==> config.mk <==
export PLATFORM = sky130hd
export DESIGN_NAME = uart_rx_deframer
export DESIGN_NICKNAME = d
export VERILOG_FILES = /design/src/rtl/uart_rx_deframer.sv
export SDC_FILE = /design/constraint.sdc
export NUM_CORES = 1
export LEC_CHECK = 0
export CORE_MARGIN = 1
export CORE_UTILIZATION = 50
export CTS_BUF_LIST = sky130_fd_sc_hd__clkbuf_4 sky130_fd_sc_hd__clkbuf_8 sky130_fd_sc_hd__clkbuf_16
export CTS_CLUSTER_SIZE = 16
export DETAILED_ROUTE_END_ITERATION = 6
export DONT_BUFFER_PORTS = 1
export PLACE_DENSITY = 0.79
export SYNTH_ARGS = -nofsm -noshare
export SYNTH_HDL_FRONTEND = slang
export SYNTH_SLANG_ARGS = --single-unit
==> constraint.sdc <==
create_clock -name PCLK -period 1.85 [get_ports PCLK]
set_clock_uncertainty 0.15 [all_clocks]
set_input_delay 0.185 -clock PCLK [delete_from_list [all_inputs] [get_ports PCLK]]
set_output_delay 0.185 -clock PCLK [all_outputs]
set_load 0.01 [all_outputs]
==> src/rtl/uart_rx_deframer.sv <==
// UART receive deframer: synchronises RX, finds start bits on the x16 tick, shifts data in
// LSB first, checks the stop bit and reports data, frame-error, break and overrun pulses.
`timescale 1ns/1ps
module uart_rx_deframer #(
  parameter int unsigned DATA_WIDTH  = 8,
  parameter int unsigned OVERSAMPLE  = 16,
  parameter int unsigned SYNC_STAGES = 2
) (
  input  logic                  PCLK,
  input  logic                  PRESET,
  input  logic                  rx_en,
  input  logic                  baud_tick_x16,
  input  logic                  RX,
  input  logic                  rx_fifo_full,
  output logic [DATA_WIDTH-1:0] rx_data,
  output logic                  rx_valid,
  output logic                  rx_frame_err,
  output logic                  rx_break,
  output logic                  rx_overrun,
  output logic                  rx_busy
);

  localparam int unsigned SCNT_W = $clog2(OVERSAMPLE);
  localparam int unsigned BIDX_W = (DATA_WIDTH > 1) ? $clog2(DATA_WIDTH) : 1;
  localparam logic [SCNT_W-1:0] SCNT_HALF = SCNT_W'(OVERSAMPLE / 2 - 1);
  localparam logic [SCNT_W-1:0] SCNT_FULL = SCNT_W'(OVERSAMPLE - 1);
  localparam logic [BIDX_W-1:0] BIDX_LAST = BIDX_W'(DATA_WIDTH - 1);

  typedef enum logic [2:0] {
    S_IDLE,
    S_START,
    S_DATA,
    S_STOP,
    S_WAIT_HIGH
  } state_t;

  state_t                  state, state_nxt;
  logic [SYNC_STAGES-1:0]  sync_q;
  logic                    rxs;
  logic [SCNT_W-1:0]       scnt, scnt_nxt;
  logic [BIDX_W-1:0]       bidx, bidx_nxt;
  logic [DATA_WIDTH-1:0]   shift, shift_nxt;
  logic [DATA_WIDTH-1:0]   data_nxt;
  logic                    valid_nxt, ferr_nxt, brk_nxt, ovr_nxt, busy_nxt;

  // Metastability synchroniser; resets to the idle-high line level
  always_ff @(posedge PCLK or posedge PRESET) begin
    if (PRESET) sync_q <= '1;
    else        sync_q <= {sync_q[SYNC_STAGES-2:0], RX};
  end

  assign rxs = sync_q[SYNC_STAGES-1];

  always_ff @(posedge PCLK or posedge PRESET) begin
    if (PRESET) begin
      state        <= S_IDLE;
      scnt         <= '0;
      bidx         <= '0;
      shift        <= '0;
      rx_data      <= '0;
      rx_valid     <= 1'b0;
      rx_frame_err <= 1'b0;
      rx_break     <= 1'b0;
      rx_overrun   <= 1'b0;
      rx_busy      <= 1'b0;
    end else begin
      state        <= state_nxt;
      scnt         <= scnt_nxt;
      bidx         <= bidx_nxt;
      shift        <= shift_nxt;
      rx_data      <= data_nxt;
      rx_valid     <= valid_nxt;
      rx_frame_err <= ferr_nxt;
      rx_break     <= brk_nxt;
      rx_overrun   <= ovr_nxt;
      rx_busy      <= busy_nxt;
    end
  end

  // Next-state and registered-output decode; nothing advances without a tick
  always_comb begin
    state_nxt = state;
    scnt_nxt  = scnt;
    bidx_nxt  = bidx;
    shift_nxt = shift;
    data_nxt  = rx_data;
    valid_nxt = 1'b0;
    ferr_nxt  = 1'b0;
    brk_nxt   = 1'b0;
    ovr_nxt   = 1'b0;

    if (!rx_en) begin
      state_nxt = S_IDLE;
      scnt_nxt  = '0;
      bidx_nxt  = '0;
    end else if (baud_tick_x16) begin
      case (state)
        S_IDLE: begin
          if (!rxs) begin
            state_nxt = S_START;
            scnt_nxt  = '0;
          end
        end
        S_START: begin
          if (scnt == SCNT_HALF) begin
            scnt_nxt  = '0;
            bidx_nxt  = '0;
            state_nxt = rxs ? S_IDLE : S_DATA;
          end else begin
            scnt_nxt = SCNT_W'(scnt + 1'b1);
          end
        end
        S_DATA: begin
          if (scnt == SCNT_FULL) begin
            shift_nxt = {rxs, shift[DATA_WIDTH-1:1]};
            scnt_nxt  = '0;
            bidx_nxt  = BIDX_W'(bidx + 1'b1);
            if (bidx == BIDX_LAST) state_nxt = S_STOP;
          end else begin
            scnt_nxt = SCNT_W'(scnt + 1'b1);
          end
        end
        S_STOP: begin
          if (scnt == SCNT_FULL) begin
            scnt_nxt = '0;
            if (rxs) begin
              state_nxt = S_IDLE;
              if (rx_fifo_full) begin
                ovr_nxt = 1'b1;
              end else begin
                valid_nxt = 1'b1;
                data_nxt  = shift;
              end
            end else begin
              state_nxt = S_WAIT_HIGH;
              if (shift == '0) brk_nxt  = 1'b1;
              else             ferr_nxt = 1'b1;
            end
          end else begin
            scnt_nxt = SCNT_W'(scnt + 1'b1);
          end
        end
        S_WAIT_HIGH: begin
          if (rxs) state_nxt = S_IDLE;
        end
        default: state_nxt = S_IDLE;
      endcase
    end

    busy_nxt = (state_nxt != S_IDLE);
  end

endmodule

After elaboration in Yosys (flattened, before gate mapping)
Cells that the tools add are included.

word-level totals
  register bits = 33
  input port bits = 6
  output and inout bits = 13
  logic and storage cells = 81

operators by class
  $add $sub $neg = 2
  equality and inequality tests = 13
  multiplexer cells = 46
  bitwise operators = 1
  reductions and logical operators = 8

operators with widths
  cell                 count
  $mux 3               13
  $mux 1               24
  $mux 4               5
  $pmux 3 s5           1
  $pmux 4 s3           1
  $ne 3x3->1 const B   3
  $logic_not 8->1      1
  $reduce_and 4->1     2
  $eq 3x2->1 const B   2
  $eq 3x3->1 const B   2
  $pmux 3 s2           1
  $reduce_and 6->1     1
  $add 4x1->4 const B  1
  $eq 4x3->1 const B   1
  $eq 4x4->1 const B   1
  $ne 4x2->1 const B   1
  $add 3x1->3 const B  1
  $eq 3x1->1 const B   1
  $logic_not 3->1      1
  $ne 3x1->1 const B   1
  $reduce_and 3->1     1
  $reduce_bool 3->1    1
  $mux 2               1
  $ne 2x1->1 const B   1
  other kinds (2)      2

Longest topological paths before layout
  depth after elaboration = 7
  mapped depth = 6
  depth with buffers taken out = 6

Worst setup path before layout
OpenSTA, ideal clock, no wires.

  path kind = reg2reg
  start point = register scnt[0]
  end point = register rx_data[0]
  library setup time = 0.125 ns
  data arrival time = 1.544 ns
  data required time = 1.575 ns
  setup slack = 0.031 ns
  stages on the path, launching flop included = 7
  cell sequence = dfrtp_1 ha_1 nand4_1 nor3_1 and3b_1 buf_4 mux2_2

between the ends
  word-level cells in the longest chain between the ends = 2

ends and longest elaborated chain
  element                            line  text
  from (decl)                        40    logic [SCNT_W-1:0] scnt, scnt_nxt;
  from (signal assigned)             68    scnt <= scnt_nxt;
  $eq 4x4->1                         124   if (scnt == SCNT_FULL) begin
  $reduce_and 6->1 (no source line)  n/a
  to (signal assigned)               71    rx_data <= data_nxt;
  to (decl)                          15    output logic [DATA_WIDTH-1:0] rx_data,

No other way between the ends.
A chain may end at the register's enable or synchronous reset.

Final worst setup path
  start point = register scnt[1]
  end point = register rx_data[7]

The elaborated chain is that of the path after synthesis.

==> results.py <==
metrics = {
    "run_status": {
        "status": "complete, but fails checks",
        "violations": "negative hold slack, negative setup slack",
    },
    "setup_path": {
        "arrival_ps": 1930,
        "worst_setup_path_start_kind": "register",
        "endpoint_kind": "register",
        "worstPathRequired_ps": 1910,
        "critPathMaxFanout": 9,
        "critPathKind": "reg2reg",
    },
    "cells_and_area": {
        "utilization": 0.634,
        "most-common-layout-cells": "30 x dfrtp_1, 16 x buf_4, 15 x mux2_2",
        "synthToLayoutAreaGrowth_pct": 21.0,
        "antennaDiodeCount": 0,
        "drive_gt1_frac": 0.392,
        "final_net_count": 161,
        "final_common_cell": "dfrtp_1",
    },
    "power": {
        "p_int_uw": 919,
        "leakagePower_uw": 0.000897,
        "p_seq_frac": 0.618,
        "p_clk_frac": 0.322,
        "power.density_nw_per_um2": 620,
        "combPwrFrac": 0.060,
        "p_sw_uw": 272,
        "ir_drop_uv": 393,
        "swShare": 0.228,
        "total_power_uw": 1190,
    },
    "job": {
        "max_cap_viol_count": 0,
    },
    "hold_path": {
        "hp-class": "in2reg",
    },
    "floorplanning": {
        "initial_core_util": 0.524,
        "fp.dieW_um": 58.4,
        "die_area_sq_um": 3400,
        "core_sq_um": 3030,
        "row_count": 20,
        "dieHeight_um": 58.4,
        "io_pins": 19,
    },
    "cts": {
        "clock-sinks": 33,
        "numCtsBuffers": 5,
        "cts_tree": "built",
        "cts.clk_slew.worst_paths_ps": 100,
        "h-tree-depth": 2,
        "clk_latency_ps": 330,
        "postCtsHoldBufs": 3,
        "cts_root_buffer": "clkbuf_4",
        "cts_buffer_depth": 2,
    },
    "grt": {
        "grt_overflow": 0,
        "grt_max_degree": 29,
        "track_usage": 0.204,
        "grt_pass1_wl_um": 5110,
        "grt_antenna_before_repair": 0,
        "first_global_vias": 1090,
    },
    "route": {
        "routed_wl_um": 3100,
        "m1WireLength_um": 1430,
        "wl_per_cell_um": 15.7,
        "drtPass1Iterations": 4,
        "ant_nets": 0,
        "top_layer": "met4",
        "drtIter0Drc": 19,
        "wl_met2_um": 1490,
        "drc": 0,
        "vias_per_cell": 5.64,
        "vias": 1111,
        "wl_met3_um": 130,
    },
    "timing": {
        "slew_violations": 0,
        "setup_viol": 3,
        "maxSlewHeadroom": 0.712,
        "fin_ws_ps": -15.3,
        "hold_slack_ps": -154,
        "worst_slew_pin_slew_ps": 429,
        "fmax_mhz": 536,
        "rsz0062_at_grt": "true",
        "fin_crit_ps": 1870,
        "hold_viol_final": 10,
        "period_share": 1.01,
    },
    "yosys": {
        "yosysWarnings": 0,
        "syn_area_per_cell_sq_um": 12.4,
        "synthCells": 128,
        "syn-num-nets": 137,
        "syn_area_sq_um": 1590,
        "ys_seq_elements": 33,
        "yosys.cell_types.count": 43,
        "seq_area_frac_synth": 0.522,
    },
    "placed_design": {
        "place_congestion": 0.862,
        "dpl.hpwl_um": 2140,
        "port-buffer-count": 0,
    },
}
cell usage after synthesis, drive strengths merged:
cell type / number / area [sq um]
nor4: 4 / 25.0
dfstp: 2 / 52.6
a21boi: 3 / 22.5
nand3b: 2 / 15.0
nor4bb: 1 / 10.0
mux2: 16 / 180
ha: 3 / 37.5
nand2: 6 / 22.5
a211oi: 1 / 20.0
nor3: 3 / 26.3
and3: 2 / 12.5
a221oi: 1 / 15.0
inv: 2 / 7.51
and3b: 2 / 17.5
or3b: 3 / 26.3
a21o: 1 / 7.51
a21oi: 1 / 5.00
a22oi: 1 / 7.51
dfrtp: 31 / 776
nand4: 2 / 12.5
mux2i: 5 / 50.1
nand2b: 2 / 12.5
o221ai: 1 / 8.76
or3: 1 / 6.26
a32oi: 1 / 8.76
buf: 4 / 22.5
nor3b: 3 / 27.5
a22o: 2 / 17.5
nand3: 4 / 25.0
a31o: 1 / 8.76
or2: 1 / 6.26
and2: 3 / 18.8
a32o: 1 / 10.0
clkbuf: 1 / 3.75
o21ai: 1 / 5.00
nor2b: 6 / 37.5
nor2: 3 / 11.3
o41ai: 1 / 8.76
registers in the layout (all words and copies together), names as in the netlist:
signal / cells
rx_valid: 1
sync_q: 2
rx_frame_err: 1
rx_data: 8
rx_break: 1
state: 3
shift: 8
rx_overrun: 1
scnt: 4
bidx: 3
rx_busy: 1
timing repair:
action,in CTS,in global routing
endpoints found under the hold margin,43,10
cloned,0,0
resized for setup,4,8
endpoints found under the setup margin,10,24
pin swaps,5,6
buffers inserted,2,5
path summary, 6_finish.rpt:
check	endpoint	slack [ps]	from	cells after the start
min reg2reg	sync_q[1]	210	sync_q[0]	0
max in group asynchronous	sync_q[0]	860	PRESET	3
min in group asynchronous	rx_overrun	40	PRESET	2
min	scnt[0]	-150	rx_en	1
max	rx_data[7]	-20	scnt[1]	6
max reg2reg	rx_data[7]	-20	scnt[1]	6
layer usage:
| layer | GRT usage | vias to the layer above |
|---|---|---|
| met1 | 0.272 | 563 |
| met2 | 0.315 | 22 |
| met3 | 0.0615 | 8 |
| met4 | 0.0816 | 0 |
| li1 | - | 518 |
| met5 | 0 | - |
worst max-delay path, cell delays in order (launching register included):
cell,delay (ps)
dfrtp_1,390
ha_2,210
nand4_1,140
nor3_2,160
and3b_2,240
buf_12,130
mux2_2,330
stage by stage:
| step | cells | cell area [sq um] | TNS, ps | hold WS (ps) | setup slack [ps] |
|---|---|---|---|---|---|
| finish | 197 | 1920 | -33.5 | -154 | -15.3 |
| global route | 197 | 1920 | -1000 | -167 | -117 |
| CTS | 192 | 1840 | -101 | -168 | -24.4 |
| detailed placement | 179 | 1730 | -233 | -153 | -37.3 |
| global placement | 179 | 1730 | 0 | -159 | 29.2 |
| floorplan | 128 | 1590 | 0 | 39.5 | 31.5 |
kinds of logic after synthesis:
family | after synthesis | synth area share
multiplexers | 21 | 0.145
flip-flops | 33 | 0.522
buffers and inverters | 7 | 0.0213
adder cells (fa/ha/maj) | 3 | 0.0236
AND/OR/NAND/NOR | 48 | 0.197
AO/OA/AOI/OAI | 16 | 0.0914
power groups by stage:
stage / sequential (uW) / clock [uW] / combinational [uW]
floorplan: 747 / 0 / 51.6
global placement: 750 / 0 / 60.8
detailed placement: 750 / 0 / 63.0
CTS: 736 / 403 / 68.2
global route: 737 / 420 / 80.1
finish: 736 / 384 / 71.4
area by class of cell:
type | instances | area (sq um)
Multi-Input combinational cell | 88 | 772
Timing Repair Buffer | 22 | 201
Inverter | 2 | 7.51
Tap cell | 44 | 55.1
Sequential cell | 33 | 830
Clock inverter | 2 | 10.0
Clock buffer | 6 | 45.0
Fill cell | 220 | 1110
(Power assumes the default switching activity.)
